File: config.mk
export PLATFORM = sky130hd
export DESIGN_NAME = tft_timing_gen
export DESIGN_NICKNAME = d
export VERILOG_FILES = /design/src/rtl/tft_pkg.sv /design/src/rtl/tft_raster_counter.sv /design/src/rtl/tft_timing_gen.sv
export SDC_FILE = /design/constraint.sdc
export NUM_CORES = 1
export LEC_CHECK = 0
export CORE_MARGIN = 8
export CORE_UTILIZATION = 52
export DETAILED_ROUTE_END_ITERATION = 12
export PLACE_DENSITY = 0.92
export RECOVER_POWER = 25
export SETUP_SLACK_MARGIN = 0.5
export SLEW_MARGIN = 0
export SYNTH_ARGS = -nofsm -noshare
export SYNTH_HDL_FRONTEND = slang
export SYNTH_SLANG_ARGS = --single-unit
File: constraint.sdc
create_clock -name Clk -period 5.9 [get_ports Clk]
set_input_delay 1.18 -clock Clk [delete_from_list [all_inputs] [get_ports Clk]]
set_output_delay 1.18 -clock Clk [all_outputs]
set_load 0.02 [all_outputs]
File: src/rtl/tft_pkg.sv
// Shared types and default 640x480@60 timing for the TFT timing generator.
package tft_pkg;

    localparam int unsigned PIX_W = 24;
    localparam int unsigned CNT_W = 11;

    localparam int unsigned DEF_H_ACTIVE = 640;
    localparam int unsigned DEF_H_FP     = 16;
    localparam int unsigned DEF_H_SYNC   = 96;
    localparam int unsigned DEF_H_BP     = 48;
    localparam int unsigned DEF_V_ACTIVE = 480;
    localparam int unsigned DEF_V_FP     = 10;
    localparam int unsigned DEF_V_SYNC   = 2;
    localparam int unsigned DEF_V_BP     = 33;

    localparam logic [PIX_W-1:0] DEF_UNDERFLOW_COLOR = 24'hFF00FF;

    typedef enum logic [0:0] {
        StIdle,
        StRun
    } tft_state_e;

    function automatic int unsigned raster_total(input int unsigned active,
                                                 input int unsigned fp,
                                                 input int unsigned sync,
                                                 input int unsigned bp);
        return active + fp + sync + bp;
    endfunction

endpackage

File: src/rtl/tft_raster_counter.sv
// Horizontal/vertical raster counters with active, sync and frame-boundary decode.
module tft_raster_counter
    import tft_pkg::*;
#(
    parameter int unsigned H_ACTIVE = DEF_H_ACTIVE,
    parameter int unsigned H_FP     = DEF_H_FP,
    parameter int unsigned H_SYNC   = DEF_H_SYNC,
    parameter int unsigned H_BP     = DEF_H_BP,
    parameter int unsigned V_ACTIVE = DEF_V_ACTIVE,
    parameter int unsigned V_FP     = DEF_V_FP,
    parameter int unsigned V_SYNC   = DEF_V_SYNC,
    parameter int unsigned V_BP     = DEF_V_BP
) (
    input  logic clk_i,
    input  logic rst_ni,
    input  logic run_i,
    output logic active_o,
    output logic hsync_n_o,
    output logic vsync_n_o,
    output logic frame_start_o,
    output logic frame_end_o
);

    localparam int unsigned H_TOTAL = raster_total(H_ACTIVE, H_FP, H_SYNC, H_BP);
    localparam int unsigned V_TOTAL = raster_total(V_ACTIVE, V_FP, V_SYNC, V_BP);

    localparam logic [CNT_W-1:0] HActive    = CNT_W'(H_ACTIVE);
    localparam logic [CNT_W-1:0] HSyncFirst = CNT_W'(H_ACTIVE + H_FP);
    localparam logic [CNT_W-1:0] HSyncLast  = CNT_W'(H_ACTIVE + H_FP + H_SYNC - 1);
    localparam logic [CNT_W-1:0] HLast      = CNT_W'(H_TOTAL - 1);
    localparam logic [CNT_W-1:0] VActive    = CNT_W'(V_ACTIVE);
    localparam logic [CNT_W-1:0] VSyncFirst = CNT_W'(V_ACTIVE + V_FP);
    localparam logic [CNT_W-1:0] VSyncLast  = CNT_W'(V_ACTIVE + V_FP + V_SYNC - 1);
    localparam logic [CNT_W-1:0] VLast      = CNT_W'(V_TOTAL - 1);

    logic [CNT_W-1:0] hcnt_q, hcnt_d;
    logic [CNT_W-1:0] vcnt_q, vcnt_d;
    logic             line_end;

    assign line_end = (hcnt_q == HLast);

    // Outside RUN the counters are forced to the origin so RUN always starts at (0,0).
    always_comb begin
        hcnt_d = hcnt_q;
        vcnt_d = vcnt_q;
        if (!run_i) begin
            hcnt_d = '0;
            vcnt_d = '0;
        end else if (line_end) begin
            hcnt_d = '0;
            vcnt_d = (vcnt_q == VLast) ? '0 : vcnt_q + CNT_W'(1);
        end else begin
            hcnt_d = hcnt_q + CNT_W'(1);
        end
    end

    always_ff @(posedge clk_i or negedge rst_ni) begin
        if (!rst_ni) begin
            hcnt_q <= '0;
            vcnt_q <= '0;
        end else begin
            hcnt_q <= hcnt_d;
            vcnt_q <= vcnt_d;
        end
    end

    assign active_o      = run_i && (hcnt_q < HActive) && (vcnt_q < VActive);
    assign hsync_n_o     = !(run_i && (hcnt_q >= HSyncFirst) && (hcnt_q <= HSyncLast));
    assign vsync_n_o     = !(run_i && (vcnt_q >= VSyncFirst) && (vcnt_q <= VSyncLast));
    assign frame_start_o = run_i && (hcnt_q == '0) && (vcnt_q == '0);
    assign frame_end_o   = run_i && line_end && (vcnt_q == VLast);

endmodule

File: src/rtl/tft_timing_gen.sv
// TFT video timing generator: raster FSM, pixel stream handshake, underflow fill
// and registered HSYNC/VSYNC/DE/RGB outputs.
module tft_timing_gen
    import tft_pkg::*;
#(
    parameter int unsigned       H_ACTIVE        = DEF_H_ACTIVE,
    parameter int unsigned       H_FP            = DEF_H_FP,
    parameter int unsigned       H_SYNC          = DEF_H_SYNC,
    parameter int unsigned       H_BP            = DEF_H_BP,
    parameter int unsigned       V_ACTIVE        = DEF_V_ACTIVE,
    parameter int unsigned       V_FP            = DEF_V_FP,
    parameter int unsigned       V_SYNC          = DEF_V_SYNC,
    parameter int unsigned       V_BP            = DEF_V_BP,
    parameter logic [PIX_W-1:0]  UNDERFLOW_COLOR = DEF_UNDERFLOW_COLOR
) (
    input  logic             Clk,
    input  logic             Reset_n,
    input  logic             Enable,
    input  logic [PIX_W-1:0] PIX_DATA,
    input  logic             PIX_VALID,
    output logic             PIX_READY,
    output logic             FRAME_START,
    output logic             UNDERFLOW,
    input  logic             UNDERFLOW_CLR,
    output logic             HSYNC,
    output logic             VSYNC,
    output logic             DE,
    output logic [7:0]       RED,
    output logic [7:0]       GREEN,
    output logic [7:0]       BLUE
);

    tft_state_e       state_q;
    logic             run;
    logic             active;
    logic             hsync_n;
    logic             vsync_n;
    logic             frame_start;
    logic             frame_end;

    logic             hsync_q;
    logic             vsync_q;
    logic             de_q;
    logic [PIX_W-1:0] rgb_q;
    logic [PIX_W-1:0] rgb_d;
    logic             underflow_q;

    assign run = (state_q == StRun);

    tft_raster_counter #(
        .H_ACTIVE (H_ACTIVE),
        .H_FP     (H_FP),
        .H_SYNC   (H_SYNC),
        .H_BP     (H_BP),
        .V_ACTIVE (V_ACTIVE),
        .V_FP     (V_FP),
        .V_SYNC   (V_SYNC),
        .V_BP     (V_BP)
    ) u_raster (
        .clk_i         (Clk),
        .rst_ni        (Reset_n),
        .run_i         (run),
        .active_o      (active),
        .hsync_n_o     (hsync_n),
        .vsync_n_o     (vsync_n),
        .frame_start_o (frame_start),
        .frame_end_o   (frame_end)
    );

    // A disabled raster always finishes the current frame before idling.
    always_ff @(posedge Clk or negedge Reset_n) begin
        if (!Reset_n) begin
            state_q <= StIdle;
        end else begin
            unique case (state_q)
                StIdle:  if (Enable) state_q <= StRun;
                StRun:   if (frame_end && !Enable) state_q <= StIdle;
                default: state_q <= StIdle;
            endcase
        end
    end

    // The raster never stalls: a missing pixel is replaced, not waited for.
    always_comb begin
        rgb_d = '0;
        if (active) begin
            rgb_d = PIX_VALID ? PIX_DATA : UNDERFLOW_COLOR;
        end
    end

    always_ff @(posedge Clk or negedge Reset_n) begin
        if (!Reset_n) begin
            hsync_q <= 1'b1;
            vsync_q <= 1'b1;
            de_q    <= 1'b0;
            rgb_q   <= '0;
        end else begin
            hsync_q <= hsync_n;
            vsync_q <= vsync_n;
            de_q    <= active;
            rgb_q   <= rgb_d;
        end
    end

    // Set has priority so a clear cannot mask an underflow in the same cycle.
    always_ff @(posedge Clk or negedge Reset_n) begin
        if (!Reset_n) begin
            underflow_q <= 1'b0;
        end else if (active && !PIX_VALID) begin
            underflow_q <= 1'b1;
        end else if (UNDERFLOW_CLR) begin
            underflow_q <= 1'b0;
        end
    end

    assign PIX_READY   = active;
    assign FRAME_START = frame_start;
    assign UNDERFLOW   = underflow_q;
    assign HSYNC       = hsync_q;
    assign VSYNC       = vsync_q;
    assign DE          = de_q;
    assign RED         = rgb_q[23:16];
    assign GREEN       = rgb_q[15:8];
    assign BLUE        = rgb_q[7:0];

endmodule
==> flow_metrics.env <==
export IMPL_status="finished, violations left"
export IMPL_critPathArrivalTime_ps=2630
export IMPL_tightest_slew_ps=2610
export IMPL_num_rows=24
export IMPL_drt_total_wl_um=5680
export IMPL_synth_nets=259
export IMPL_slew_viol_final=52
export IMPL_num_vias=1882
export IMPL_initial_utilization_pct=53.9
export IMPL_cpPeakStageDelay_ps=670
export IMPL_cts_tree="done"
export IMPL_cts_max_level=2
export IMPL_finalCritPeriodShare_pct=64.6
export IMPL_nNetsFinal=315
export IMPL_clk_latency_ps=300
export IMPL_clk_pin_slew_worst_paths_ps=90
export IMPL_power_density_mw_per_mm2=213
export IMPL_gp_congestion=0.856
export IMPL_hpwl_um=4200
export IMPL_critPathMaxFanout=18
export IMPL_drive_gt1_share_pct=4.61
export IMPL_r2r_end="u_raster.vcnt_q[8]"
export IMPL_fin_cells=334
export IMPL_critPathTopFamily="buffers and inverters"
export IMPL_hold_viol_final=0
export IMPL_ant_nets=0
export IMPL_area_growth_syn_to_layout_pct=28.4
export IMPL_start_kind="register"
export IMPL_hp_class="register to register"
export IMPL_rr_worst_depth=4
export IMPL_n_antenna_cell=0
export IMPL_yosysTopAreaCellShare_pct=52.6
export IMPL_crit_path_end_kind="primary output"
export IMPL_syn_instance_count=225
export IMPL_die_y_um=83.0
export IMPL_cts_buffers=5
export IMPL_fin_setup_tns_ps=0
export IMPL_synth_most_common_cell="dfrtp_1"
export IMPL_drtIter0Drc=191
export IMPL_startpoint="u_raster.hcnt_q[10]"
export IMPL_drt_pass1_iter_count=4
export IMPL_maxCapViolations=1
export IMPL_fin_skew_ps=6.73
export IMPL_globalRouteMet2Util_pct=27.2
export IMPL_busiest_layer="met2"
export IMPL_p_leak_nw=1.31
export IMPL_place_area_mm2=0.00290
export IMPL_ys_warn_count=0
export IMPL_async_flop_share_pct=100
export IMPL_hold_buffers=0
export IMPL_ios=59
export IMPL_maxSlewHeadroom_pct=-74.1
export IMPL_overflow=0
export IMPL_root_buffer="clkbuf_8"
export IMPL_cp_depth=5
export IMPL_grt_pass1_vias=2092
export IMPL_ys_seq_elements=51
export IMPL_rsz0062_at_grt="no"
export IMPL_dp_cells=326
export IMPL_yosys_area_top_type="dfrtp_1"
export IMPL_port_buffers=58
export IMPL_synth_area_leaders="dfrtp_1 53%, a21oi_1 4.5%, inv_1 4.0%"
export IMPL_final_cell_area_mm2=0.00299
export IMPL_vias_per_cell=5.63
export IMPL_slowest_stage="clkdlybuf4s50_1"
export IMPL_clock_fmax_mhz=262
export IMPL_use_met1_pct=19.1
export IMPL_ys_flop_type="dfrtp_1"
export IMPL_antenna_found_initial=0
export IMPL_drc_errors=0
export IMPL_setup_viol=0
export IMPL_wl_per_cell_um=17.0
export IMPL_dieArea_mm2=0.00688
export IMPL_synth_edff_count=0
export IMPL_crit_buf_inv=2
export IMPL_synth_area_per_cell_um2=10.4
export IMPL_reg2reg_from="u_raster.hcnt_q[7]"
export IMPL_violations="max-capacitance violations, max-slew violations"
export IMPL_cts_resized=0
export IMPL_globalRouteTotalUtil_pct=16.9
export IMPL_peakVddDrop_mv=0.204
export IMPL_crit_end="PIX_READY"
export IMPL_dieWidth_um=83.0
export IMPL_fin_crit_ps=3810
export IMPL_clkSinkCount=51
export IMPL_cp_cell_sequence="nand2b_1 > nor3_1 > nand3_1 > inv_1 > clkdlybuf4s50_1"
export IMPL_synth_cell_types=42
export IMPL_path_class="register to primary output"
export IMPL_ff2ff_setup_slack_ps=3660
export IMPL_timing_critical_path_required_ps=4720
export IMPL_met3_usage_pct=8.11
export IMPL_synthTopCellsByCount="49 x dfrtp_1, 25 x inv_1, 21 x a21oi_1"
export IMPL_cts_buffer_depth=2
export IMPL_core_area_mm2=0.00432
export IMPL_ys_seq_area_share_pct=54.9
export IMPL_post_cts_buffers=0
export IMPL_grt_max_degree=52
export IMPL_post_route_util_pct=69.2
export IMPL_syn_area_mm2=0.00233
export IMPL_grt_pass1_wl_um=9800
cells by family (layout without fill, tap and decap cells):
kind of cell | Yosys count | in the layout | share of synthesized area [%]
xor gates and xnor gates | 10 | 10 | 3.76
and+or+nand+nor | 84 | 84 | 20.5
DFF | 51 | 51 | 54.9
adders and majority gates | 5 | 5 | 2.68
AOI/OAI and AO/OA | 41 | 41 | 11.0
buffers and inverters | 34 | 91 | 7.25
cell type report:
class | instances | area [um2]
Fill cell | 310 | 1330
Sequential cell | 51 | 1280
Multi-Input combinational cell | 140 | 882
Timing Repair Buffer | 58 | 574
Inverter | 25 | 93.8
Clock buffer | 6 | 82.6
Tap cell | 52 | 65.1
Clock inverter | 2 | 16.3
layer usage:
| metal | vias to the layer above | routed length (um) |
|---|---|---|
| met5 | - | 0 |
| met4 | 0 | 110 |
| met3 | 12 | 572 |
| met2 | 83 | 2650 |
| met1 | 895 | 2350 |
| li1 | 892 | - |
registers in the layout, indices dropped and copies added, names as in the netlist:
signal           count
VSYNC                1
rgb_q               24
u_raster.vcnt_q     11
HSYNC                1
DE                   1
u_raster.hcnt_q     11
run                  1
UNDERFLOW            1
layout by cell type, fill, tap and decap left out, drive strengths merged, types with 2 or more instances in the layout:
cell            n
nand3           7
a221o           2
clkdlybuf4s50  57
nor2b           3
ha              5
xor2            8
clkbuf          7
dfrtp          49
inv            25
nor2           14
or3             5
o311ai          2
xnor2           2
a21oi          21
o21ai           6
nand2b          2
nor3b           2
and3            8
nand2          11
and4            8
or4             2
dfstp           2
nor3            8
nor4            3
nand4           7
and2            3
worst min-delay path by stage:
stage | startpoint | end | depth (start not counted)
floorplan | u_raster.hcnt_q[0] | u_raster.hcnt_q[0] | 1
global placement | u_raster.hcnt_q[0] | u_raster.hcnt_q[0] | 1
detailed placement | u_raster.hcnt_q[0] | u_raster.hcnt_q[0] | 1
CTS | u_raster.hcnt_q[0] | u_raster.hcnt_q[0] | 1
global route | u_raster.hcnt_q[0] | u_raster.hcnt_q[0] | 1
finish | u_raster.hcnt_q[0] | u_raster.hcnt_q[0] | 1
power breakdown:
| part | switching (W) | internal [W] |
|---|---|---|
| sequential | 0.00000280 | 0.000358 |
| clock | 0.000116 | 0.0000959 |
| combinational | 0.0000318 | 0.0000346 |
through the flow:
stage / total power, W / hold WS [ps] / worst slack, ps
3_3_place_gp: 0.000432 / 484 / 2520
3_5_place_dp: 0.000435 / 512 / 2450
2_1_floorplan: 0.000388 / 467 / 3530
5_1_grt: 0.000663 / 565 / 1820
4_1_cts: 0.000645 / 526 / 2060
6_report: 0.000639 / 518 / 2090
worst register-to-register path: stages (launching register included):
cell	delay, ps
dfrtp_1	460
or4_4	600
or4_1	650
o311ai_1	330
o21a_1	160
Note: power is estimated with default switching activity, not from simulation.
